**config.mk**
```make
export PLATFORM = sky130hd
export DESIGN_NAME = led_frame_sequencer
export DESIGN_NICKNAME = d
export VERILOG_FILES = /design/src/rtl/led_pkg.sv /design/src/rtl/led_pixel_ram.sv /design/src/rtl/led_frame_sequencer.sv
export SDC_FILE = /design/constraint.sdc
export NUM_CORES = 2
export LEC_CHECK = 0
export ABC_CLOCK_PERIOD_IN_PS = 6700
export BUFFER_PORTS_ARGS = -buffer_cell sky130_fd_sc_hd__buf_2
export CAP_MARGIN = 20
export CORE_AREA = 2 2 353 285
export CTS_BUF_LIST = sky130_fd_sc_hd__clkbuf_8
export DETAILED_ROUTE_END_ITERATION = 7
export DIE_AREA = 0 0 355 287
export PLACE_DENSITY = 0.75
export SLEW_MARGIN = 10
export SYNTH_ARGS = -nofsm -noshare
export SYNTH_HDL_FRONTEND = slang
export SYNTH_SLANG_ARGS = --single-unit
export TNS_END_PERCENT = 5
```
**constraint.sdc**
```tcl
create_clock -name clk -period 6.7 [get_ports clk]
set_input_delay 0.67 -clock clk [delete_from_list [all_inputs] [get_ports clk]]
set_output_delay 0.67 -clock clk [all_outputs]
set_load 0.02 [all_outputs]
```
**src/rtl/led_pkg.sv**
```systemverilog
// Shared types and constants for the LED frame path.
// Optional feature macro: LED_BRIGHTNESS_EN (global brightness scaling).
package led_pkg;

  localparam int RGB_W = 24;
  localparam int G_MSB = 23;
  localparam int R_MSB = 15;
  localparam int B_MSB = 7;

  typedef enum logic [2:0] {
    IDLE, FETCH, SCALE, PRESENT, LOAD, GAP, LATCH, DONE
  } seq_state_t;

  // (c * (b + 1)) >> 8: b=255 is identity, b=0 is black.
  function automatic logic [7:0] scale_byte(input logic [7:0] c, input logic [7:0] b);
    logic [15:0] prod;
    prod = {8'd0, c} * ({8'd0, b} + 16'd1);
    return prod[15:8];
  endfunction

endpackage

```
**src/rtl/led_pixel_ram.sv**
```systemverilog
// Pixel buffer: one write port, one registered read port; out-of-range writes are dropped.
module led_pixel_ram
  import led_pkg::*;
#(
  parameter int DEPTH  = 60,
  parameter int ADDR_W = 6
) (
  input  logic              clk,
  input  logic              wr_en,
  input  logic [ADDR_W-1:0] wr_addr,
  input  logic [RGB_W-1:0]  wr_data,
  input  logic [ADDR_W-1:0] rd_addr,
  output logic [RGB_W-1:0]  rd_data
);

  logic [RGB_W-1:0] mem [DEPTH];

  // No reset on storage or read register so the array maps onto block RAM.
  always_ff @(posedge clk) begin
    if (wr_en && (int'(wr_addr) < DEPTH))
      mem[wr_addr] <= wr_data;
    rd_data <= mem[rd_addr];
  end

endmodule

```
**src/rtl/led_frame_sequencer.sv**
```systemverilog
// Streams the pixel buffer to the WS2812 serialiser one word at a time, then holds the latch gap.
// Optional feature macro: LED_BRIGHTNESS_EN adds a per-pixel SCALE stage.
module led_frame_sequencer
  import led_pkg::*;
#(
  parameter int NUM_LEDS     = 60,
  parameter int ADDR_W       = 6,
  parameter int LATCH_CYCLES = 7200
) (
  input  logic              clk,
  input  logic              rst,
  input  logic              wr_en,
  input  logic [ADDR_W-1:0] wr_addr,
  input  logic [23:0]       wr_data,
  input  logic              start,
  input  logic [7:0]        brightness,
  output logic [23:0]       drv_rgb,
  output logic              drv_load,
  input  logic              drv_done,
  output logic              busy,
  output logic              frame_done
);

  localparam int                CNT_W     = $clog2(LATCH_CYCLES + 1);
  localparam logic [ADDR_W-1:0] LAST_IDX  = ADDR_W'(NUM_LEDS - 1);
  localparam logic [CNT_W-1:0]  LATCH_END = CNT_W'(LATCH_CYCLES - 1);

  seq_state_t        state, state_nxt;
  logic [ADDR_W-1:0] idx;
  logic [CNT_W-1:0]  lcnt;
  logic [RGB_W-1:0]  rd_data;
  logic [RGB_W-1:0]  pix;
  logic [RGB_W-1:0]  rgb_hold;

  led_pixel_ram #(
    .DEPTH  (NUM_LEDS),
    .ADDR_W (ADDR_W)
  ) u_ram (
    .clk     (clk),
    .wr_en   (wr_en),
    .wr_addr (wr_addr),
    .wr_data (wr_data),
    .rd_addr (idx),
    .rd_data (rd_data)
  );

`ifdef LED_BRIGHTNESS_EN
  logic [RGB_W-1:0] scaled;

  always_ff @(posedge clk)
    if (state == SCALE)
      scaled <= {scale_byte(rd_data[G_MSB -: 8], brightness),
                 scale_byte(rd_data[R_MSB -: 8], brightness),
                 scale_byte(rd_data[B_MSB -: 8], brightness)};

  assign pix = scaled;
`else
  logic unused_brightness;
  assign unused_brightness = ^brightness;
  assign pix = rd_data;
`endif

  always_ff @(posedge clk) begin
    if (rst) begin
      state    <= IDLE;
      idx      <= '0;
      lcnt     <= '0;
      rgb_hold <= '0;
    end else begin
      state <= state_nxt;
      case (state)
        IDLE:    if (start) idx <= '0;
        PRESENT: rgb_hold <= pix;
        GAP:     if (idx == LAST_IDX) lcnt <= '0;
                 else                 idx  <= idx + 1'b1;
        LATCH:   lcnt <= lcnt + 1'b1;
        default: ;
      endcase
    end
  end

  always_comb begin
    state_nxt = state;
    case (state)
      IDLE:    if (start) state_nxt = FETCH;
`ifdef LED_BRIGHTNESS_EN
      FETCH:   state_nxt = SCALE;
`else
      FETCH:   state_nxt = PRESENT;
`endif
      SCALE:   state_nxt = PRESENT;
      PRESENT: state_nxt = LOAD;
      LOAD:    if (drv_done) state_nxt = GAP;
      GAP:     state_nxt = (idx == LAST_IDX) ? LATCH : FETCH;
      LATCH:   if (lcnt == LATCH_END) state_nxt = DONE;
      DONE:    state_nxt = IDLE;
      default: state_nxt = IDLE;
    endcase
  end

  // The word is already on drv_rgb during PRESENT, one cycle before load rises.
  assign drv_rgb    = (state == PRESENT) ? pix : rgb_hold;
  assign drv_load   = (state == LOAD);
  assign busy       = (state != IDLE);
  assign frame_done = (state == DONE);

endmodule
```
==> results.py <==
metrics = {
    "route": {
        "ant_nets": 0,
        "dr.pass1.iters": 6,
        "drc": 0,
        "first_iter_violations": 4166,
        "vias": 28618,
        "wirelength_um": 134000,
        "post_drt_wl_per_cell_um": 30.39,
        "via_per_inst": 6.491,
    },
    "placement": {
        "dp.final_hpwl_um": 75480,
        "io_buffers": 61,
        "placed_cells": 4003,
        "post_dp_cell_area_um2": 59820,
        "gp_congestion": 0.8807,
    },
    "yosys": {
        "yosys_warnings": 0,
        "synth-main-ff-cell": "edfxtp_1",
        "avgSynthCellArea_um2": 21.38,
        "synth-edff-count": 1440,
        "syn_nets": 2749,
        "netlist_area_um2": 57800,
        "yosysSeqAreaShare_pct": 77.23,
        "ys_seq_elements": 1510,
        "synthCells": 2704,
        "synth_cell_types": 51,
        "async_reset_ff_share_pct": 0,
    },
    "critical_path": {
        "crit_arrival_ns": 3.07,
        "cp.required_ns": 6.03,
        "worstSetupPathType": "flip-flop to output pin",
        "end_kind": "output pin",
        "crit_fanout": 22,
        "timing.rr.start": "idx[0]$_SDFFE_PP0P_",
        "crit_path_start": "state[0]$_SDFFE_PP0P_",
        "critPathLaunchType": "flip-flop",
    },
    "sta": {
        "hold_viol_final": 0,
        "grt_setup_unrepaired": "no",
        "worst_slew_pin_slew_ns": 1.228,
        "maxSlewHeadroom_pct": 18.11,
        "clock_skew_ns": 0.04292,
        "post-route-min-period_ns": 3.736,
        "fin_setup_tns_ns": 0,
        "final_max_slew_viol_count": 0,
        "clock.fmax_mhz": 267.6,
        "min_period_over_period_pct": 55.76,
        "setup_viol": 0,
    },
    "final_layout": {
        "seq_area_um2": 44660,
        "num-fill-cells": 6242,
        "final_cell_area_um2": 64210,
        "nets": 2967,
        "multiInputGateArea_um2": 12520,
        "fin_util_pct": 65.39,
        "instances_no_fill": 4409,
        "syn_to_final_growth_pct": 11.09,
        "drive_above_1_share_pct": 26.49,
    },
    "cts": {
        "cts_root_buffer": "clkbuf_8",
        "ctsResizeCount": 0,
        "clkSlewWorstSetupHoldPaths_ns": 0.06,
        "clock_latency_ns": 0.90,
        "cts_tree": "done",
        "cts_hold_buf": 0,
        "htreeDepth": 4,
        "clockBufferDepth": 3,
        "cts_buffers": 211,
        "post_cts_buffers": 0,
        "cts_sinks": 1510,
    },
    "pwr": {
        "peakVddDrop_mv": 0.2099,
        "powerDensity_nw_per_um2": 274.5,
        "total_power_mw": 17.63,
        "total_leakage_power_nw": 19.90,
    },
    "global_routing": {
        "grt_usage_pct": 26.59,
        "grt_pass1_wl_um": 192600,
        "first_global_vias": 28319,
        "antenna_found_initial": 8,
        "grt_max_degree": 161,
        "gr-total-overflow": 0,
    },
    "floorplan": {
        "die_h_um": 287,
        "core-area_um2": 98200,
        "rows": 103,
        "ios": 70,
        "start_util_pct": 58.86,
        "die_w_um": 355,
        "dieArea_um2": 101900,
    },
    "worst_hold_path": {
        "worstHoldStart": "wr_data[17]",
        "hold_class": "primary input to flip-flop",
    },
    "run": {
        "maxCapViolations": 0,
    },
    "status": {
        "status": "complete, no violations",
    },
}
## worst max-delay path, cell delays in order, from the launching register on
cell and delay [ns]:
dfxtp_1 0.51, inv_1 0.14, or3_1 0.44, buf_4 0.28, mux2_1 0.54, buf_2 0.24
## cell usage in the layout, fill, tap and decap left out, types with 5 or more instances in the layout
master,instances
mux2i_1,217
a22oi_1,26
nor2_2,54
clkinv_1,42
inv_1,78
o211a_1,11
o21ai_0,32
o211ai_1,12
buf_12,22
buf_2,58
nand3_1,32
nor2_1,33
a211oi_1,52
mux2_1,21
dfxtp_1,66
nor2_4,6
nand2b_1,5
clkbuf_8,222
buf_4,80
o311a_1,14
mux4_2,312
nand2_1,35
bufinv_16,10
o22ai_1,73
nand3b_1,7
a21oi_1,11
clkinv_2,25
diode_2,5
or3_1,6
edfxtp_1,1440
mux2_2,6
nor2b_1,30
## stage by stage
step                      hold WS (ns)  setup WS [ns]
final                           0.1663          2.964
after global routing            0.1346          2.869
after CTS                       0.1822          2.934
after detailed placement        0.5019          3.204
after global placement          0.4646          3.230
after floorplan                 0.4442          3.775
## Yosys cell counts, types with 12 or more instances
cell,number,area (um^2)
nand3_1,32,160.2
o21ai_0,32,160.2
a211oi_1,52,390.4
mux2i_1,217,2172
nand2_1,35,131.4
clkbuf_1,48,180.2
mux2_1,21,236.5
a22oi_1,26,195.2
mux4_2,312,7027
o211ai_1,12,90.09
nor2_1,93,349.1
o311a_1,14,140.1
nor2b_1,30,187.7
buf_2,71,355.3
edfxtp_1,1440,43240
dfxtp_1,70,1401
buf_4,26,195.2
o22ai_1,73,456.7
## area by class of cell
type / count / area share, %
clock buffer: 222 / 4.758
timing repair buffer: 161 / 2.116
clock inverter: 161 / 1.483
sequential: 1510 / 69.54
inverter: 5 / 0.02923
antenna: 5 / 0.01948
multi-input combinational: 1033 / 19.50
tap: 1312 / 2.556
## layer usage
| layer | wire (um) | track usage (%) |
|---|---|---|
| met2 | 62760 | 40.24 |
| met3 | 15880 | 7.067 |
| met4 | 3456 | 9.047 |
| met5 | 48 | 0 |
| met1 | 51840 | 38.21 |
## flip-flops by register name, summed over array words and instances, names as in the netlist
signal         flops
u_ram.rd_data     24
u_ram.mem       1440
lcnt              13
rgb_hold          24
state              3
idx                6
## cells by family (layout without fill, tap and decap cells)
group / after synthesis / after routing / synth area share [%]
fa+ha+maj: 2 / 2 / 0.04329
flops: 1510 / 1510 / 77.23
buf+inv: 161 / 549 / 1.420
mux: 556 / 556 / 16.44
compound gates: 241 / 241 / 2.901
other cells: 0 / 5 / 0
xor+xnor: 2 / 2 / 0.03031
simple gates: 232 / 232 / 1.931
## worst paths after layout
kind	slack, ns	depth (start not counted)	end
min	0.17	1	u_ram.mem[50][17]$_DFFE_PP_
max reg2reg	3.17	5	u_ram.rd_data[14]$_DFF_P_
min reg2reg	0.52	1	lcnt[10]$_SDFFE_PP0P_
max	2.96	5	drv_rgb[6]
## where the power goes
group	switching (mW)	internal, mW
Clock	3.35	3.45
Combinational	0.295	0.117
Sequential	0.0235	10.4
Note: power is estimated with default switching activity, not from simulation.
